File: src/rtl/irq_pkg.sv
// Shared types and constants for the interrupt arbiter: FSM states,
// register offsets within the bus block and the vector encoding.
package irq_pkg;

  typedef enum logic [1:0] {
    IDLE    = 2'd0,
    REQ     = 2'd1,
    SERVICE = 2'd2
  } irq_state_e;

  localparam int VEC_W = 4;
  localparam logic [VEC_W-1:0] VEC_NONE = '0;

  // Offsets are decoded from the low 5 address bits of a 32-byte block
  localparam logic [4:0] OFF_PENDING = 5'h00;
  localparam logic [4:0] OFF_ENABLE  = 5'h08;
  localparam logic [4:0] OFF_ACTIVE  = 5'h10;

endpackage

File: src/rtl/irq_prio_enc.sv
// Combinational lowest-index-wins priority encoder for the arbiter.
module irq_prio_enc
  import irq_pkg::*;
#(
  parameter int NUM_SRC = 4
) (
  input  logic [NUM_SRC-1:0] req,
  output logic               valid,
  output logic [VEC_W-1:0]   idx
);

  always_comb begin
    idx = '0;
    // Scan downward so the lowest set index is the final assignment
    for (int i = NUM_SRC - 1; i >= 0; i--) begin
      if (req[i]) idx = VEC_W'(i);
    end
    valid = |req;
  end

endmodule

File: src/rtl/irq_arbiter.sv
// Prioritised interrupt arbiter with a small bus register block.
// Define IRQ_ARB_SYNC_EN to pass irq_src through a 2-flop synchroniser.
module irq_arbiter
  import irq_pkg::*;
#(
  parameter int                 NUM_SRC    = 4,
  parameter logic [63:0]        BASE_ADDR  = 64'h0000_3000,
  parameter logic [NUM_SRC-1:0] ENABLE_RST = NUM_SRC'(1)
) (
  input  logic               clk,
  input  logic               reset,
  input  logic [NUM_SRC-1:0] irq_src,
  output logic [VEC_W-1:0]   interrupt_vector,
  input  logic               interrupt_ack,
  input  logic               interrupt_pending,
  input  logic [63:0]        bus_address,
  input  logic [63:0]        bus_write_data,
  input  logic               bus_write_enable,
  input  logic               bus_read_enable,
  output logic [63:0]        bus_read_data
);

  // Core handshake: the vector is held stable in REQ until a one-cycle
  // interrupt_ack; a 1->0 transition of interrupt_pending marks mret.

  logic [NUM_SRC-1:0] src_s;
  logic [NUM_SRC-1:0] src_q;
  logic [NUM_SRC-1:0] pending;
  logic [NUM_SRC-1:0] enable;
  logic               ip_q;
  irq_state_e         state, state_d;
  logic [VEC_W-1:0]   win, win_d;
  logic [VEC_W-1:0]   vec_d;
  logic [NUM_SRC-1:0] ack_clr;
  logic [NUM_SRC-1:0] win_mask;
  logic               req_valid;
  logic [VEC_W-1:0]   req_idx;

`ifdef IRQ_ARB_SYNC_EN
  logic [NUM_SRC-1:0] sync1, sync2;

  always_ff @(posedge clk) begin
    if (reset) begin
      sync1 <= '0;
      sync2 <= '0;
    end else begin
      sync1 <= irq_src;
      sync2 <= sync1;
    end
  end

  assign src_s = sync2;
`else
  assign src_s = irq_src;
`endif

  logic               hit;
  logic [4:0]         off;
  logic               wr_pend, wr_en;
  logic [NUM_SRC-1:0] edges;
  logic [VEC_W-1:0]   active;

  assign hit     = (bus_address[63:5] == BASE_ADDR[63:5]);
  assign off     = bus_address[4:0];
  assign wr_pend = bus_write_enable & hit & (off == OFF_PENDING);
  assign wr_en   = bus_write_enable & hit & (off == OFF_ENABLE);
  assign edges   = src_s & ~src_q;
  assign win_mask = NUM_SRC'(1) << win;
  assign active  = (state != IDLE) ? win + VEC_W'(1) : VEC_NONE;

  irq_prio_enc #(.NUM_SRC(NUM_SRC)) u_prio_enc (
    .req   (pending & enable),
    .valid (req_valid),
    .idx   (req_idx)
  );

  always_ff @(posedge clk) begin
    if (reset) begin
      state            <= IDLE;
      win              <= '0;
      interrupt_vector <= VEC_NONE;
    end else begin
      state            <= state_d;
      win              <= win_d;
      interrupt_vector <= vec_d;
    end
  end

  always_comb begin
    state_d = state;
    win_d   = win;
    vec_d   = interrupt_vector;
    ack_clr = '0;
    case (state)
      IDLE: begin
        if (req_valid) begin
          win_d   = req_idx;
          vec_d   = req_idx + VEC_W'(1);
          state_d = REQ;
        end
      end
      REQ: begin
        if (interrupt_ack) begin
          ack_clr = win_mask;
          vec_d   = VEC_NONE;
          state_d = SERVICE;
        end else if ((enable & win_mask) == '0) begin
          // Source masked while presented: withdraw but keep it pending
          vec_d   = VEC_NONE;
          state_d = IDLE;
        end
      end
      SERVICE: begin
        if (ip_q && !interrupt_pending) state_d = IDLE;
      end
      default: begin
        vec_d   = VEC_NONE;
        state_d = IDLE;
      end
    endcase
  end

  // Edge sets take precedence over both W1C and ack clears
  always_ff @(posedge clk) begin
    if (reset) begin
      src_q   <= '0;
      ip_q    <= 1'b0;
      pending <= '0;
      enable  <= ENABLE_RST;
    end else begin
      src_q   <= src_s;
      ip_q    <= interrupt_pending;
      pending <= (pending & ~(wr_pend ? bus_write_data[NUM_SRC-1:0] : '0) & ~ack_clr) | edges;
      if (wr_en) enable <= bus_write_data[NUM_SRC-1:0];
    end
  end

  always_ff @(posedge clk) begin
    if (reset) begin
      bus_read_data <= '0;
    end else if (bus_read_enable && hit) begin
      case (off)
        OFF_PENDING: bus_read_data <= 64'(pending);
        OFF_ENABLE:  bus_read_data <= 64'(enable);
        OFF_ACTIVE:  bus_read_data <= 64'(active);
        default:     bus_read_data <= '0;
      endcase
    end
  end

endmodule
File: config.mk
export PLATFORM = sky130hd
export DESIGN_NAME = irq_arbiter
export DESIGN_NICKNAME = d
export VERILOG_FILES = /design/src/rtl/irq_pkg.sv /design/src/rtl/irq_prio_enc.sv /design/src/rtl/irq_arbiter.sv
export SDC_FILE = /design/constraint.sdc
export NUM_CORES = 1
export LEC_CHECK = 0
export ABC_AREA = 0
export BUFFER_PORTS_ARGS = -buffer_cell sky130_fd_sc_hd__buf_2
export CAP_MARGIN = 15
export CORE_AREA = 2 2 80 82
export DETAILED_ROUTE_END_ITERATION = 10
export DIE_AREA = 0 0 82 84
export PLACE_DENSITY_LB_ADDON = 0.12
export SKIP_CTS_REPAIR_TIMING = 1
export SLEW_MARGIN = 30
export SYNTH_ARGS = -nofsm -noshare
export SYNTH_HDL_FRONTEND = slang
export SYNTH_SLANG_ARGS = --single-unit
File: constraint.sdc
create_clock -name clk -period 4.08 [get_ports clk]
set_input_delay 0.204 -clock clk [delete_from_list [all_inputs] [get_ports clk]]
set_output_delay 0.204 -clock clk [all_outputs]
set_load 0.05 [all_outputs]
==> impl_metrics.toml <==
[status]
status = "completed"

[worst_setup_path]
critPathMaxFanout = 8
required_ps = 4220
arrival_ps = 1850
worstSetupPathType = "input port to flip-flop"
end_kind = "flip-flop"
start_kind = "input port"

[synthesis]
synth_flop_cell = "dfxtp_1"
synth_area_um2 = 1750
synth-seq-cells = 24
synth_edf_count = 0
synth_cell_types = 32
ys_async_sr_fraction_pct = 0
ys_warn_count = 0
postSynthAreaPerCell_um2 = 8.01
yosysSeqAreaShare_pct = 27.4
synthCells = 219

[floorplanning]
fp.dieW_um = 82
die_area_um2 = 6890
coreArea_um2 = 6100
rows = 29
ioPinCount = 206
die_y_um = 84
start_util_pct = 28.8

[timing]
setup_slack_ps = 2370
tightest_slew_ps = 603
max_freq_ghz = 0.584
setup_tns_ps = 0
max_slew_margin_pct = 59.5
rsz0062_at_grt = "no"
clock_skew_ps = 1.39
setup_viol = 0
finalCritPeriodShare_pct = 42.0
hold_viol = 0
finalMaxSlewViolations = 0
layout_min_cycle_time_ps = 1710

[cts]
insertion_delay_ps = 260
cts_buffers = 3
cts_tree = "built"
cts.sinks = 24
cts_buffer_depth = 2
cts.clk_slew.worst_paths_ps = 80
cts.htree.levels = 1
cts-root-buf = "clkbuf_8"

[finish]
final_common_cell = "buf_2"
synthToLayoutAreaGrowth_pct = 19.0
nets = 445
utilization_pct = 34.2
antennaDiodeCount = 0
post_route_cells_drive_above_1_share_pct = 30.6
most-common-layout-cells = "84 x buf_2, 61 x conb_1, 24 x dfxtp_1, 17 x a21oi_1, 13 x nor4_1"

[drt]
wire_per_inst_um = 10.7
vias = 1573
drt_first_pass_iters = 4
ant_nets = 0
wl_um = 4030
first_iter_violations = 60
avgViaCountPerCell = 4.16
drcViolationCount = 0

[power]
pwr-share-clk_pct = 26.1
switching_share_pct = 39.3
p_leak_nw = 1.00
comb_power_share_pct = 33.2
seq_power_share_pct = 40.6
total_power_mw = 0.613
intPower_mw = 0.373
switching_power_mw = 0.241
ir_drop_v = 0.000106
powerDensity_nw_per_um2 = 294

[placement]
place_congestion = 0.793
portBuffers = 84
pre_cts_slack_ps = 1810
dp_hpwl_um = 3440

[global_route]
grt_max_degree = 25
grt_pass1_wl_um = 6510
top_usage_layer = "met2"
use_met3_pct = 1.52
grt_use_met2_pct = 18.2
antenna_found_initial = 0
first_global_vias = 1380
grtUsageTotal_pct = 11.9
overflow = 0
grtUsageMet1_pct = 17.4

[min_path]
hp-class = "input port to flip-flop"

[run]
drv_cap = 0
kinds of logic after synthesis:
kind of cell	share of synthesized area [%]
AOI/OAI and AO/OA	17.0
buffers and inverters	29.0
other	0.214
DFF	27.4
adders and majority gates	3.57
and+or+nand+nor	22.8
Yosys cell counts, types with 2 or more instances:
master      n  area (um2)
a21oi_1    17        85.1
a22o_1      5        43.8
a22oi_1     6        45.0
a31oi_1     4        25.0
and2_1      2        12.5
buf_2       2        10.0
buf_4      61         458
clkbuf_1    3        11.3
dfxtp_1    24         480
ha_1        5        62.6
inv_1       8        30.0
nand2_1     3        11.3
nand2b_1    7        43.8
nand3_1    12        60.1
nand4_1     3        18.8
nor2_1      8        30.0
nor2b_1    10        62.6
nor3b_1     2        15.0
nor4_1     14        87.6
o21ai_0     2        10.0
o21ai_1     7        35.0
o2bb2ai_1   3        26.3
or4_1       2        15.0
stage by stage:
stage	hold slack, ps	instance area (um2)	instances
finish	168	2090	378
global route	178	2090	378
detailed placement	439	2020	374
CTS	157	2070	378
global placement	427	2020	374
floorplan	287	1980	279
worst max-delay path, cell delays in order:
cell,delay [ps]
buf_2,90
nor4_1,290
nand4_1,240
or4_1,750
o21ai_1,200
a21oi_1,80
power by group through the flow:
stage                     logic [mW]  clock network, mW  registers (mW)
after detailed placement       0.203                  0           0.255
after CTS                      0.203              0.169           0.250
after global routing           0.218              0.178           0.251
final                          0.204              0.160           0.249
after floorplan                0.200                  0           0.257
after global placement         0.202                  0           0.255
final cells by class:
class	count	area, um2
tap	77	96.3
multi-input combinational	181	1000
clock buffer	4	55.1
fill	678	4010
inverter	8	30.0
sequential	24	480
timing repair buffer	84	420
flip-flops by register name, indices dropped and copies added (netlist names):
register / flops
interrupt_vector: 3
bus_read_data: 4
win: 2
enable: 4
src_q: 4
state: 2
ip_q: 1
pending: 4
per-layer routing:
metal	vias to the layer above	share of wire (%)	wire length, um
li1	817	-	-
met1	676	46	1850
met2	78	46	1840
met3	2	7.8	315
met4	0	0.69	28
met5	-	0	0
path summary, 6_finish.rpt:
check,from,end,slack (ps),cells after the start
max,bus_address[51],bus_read_data[2],2370,6
min,interrupt_pending,ip_q,170,2
max reg2reg,win[0],interrupt_vector[0],2470,6
min reg2reg,interrupt_vector[0],interrupt_vector[0],450,2
(Power assumes the default switching activity.)
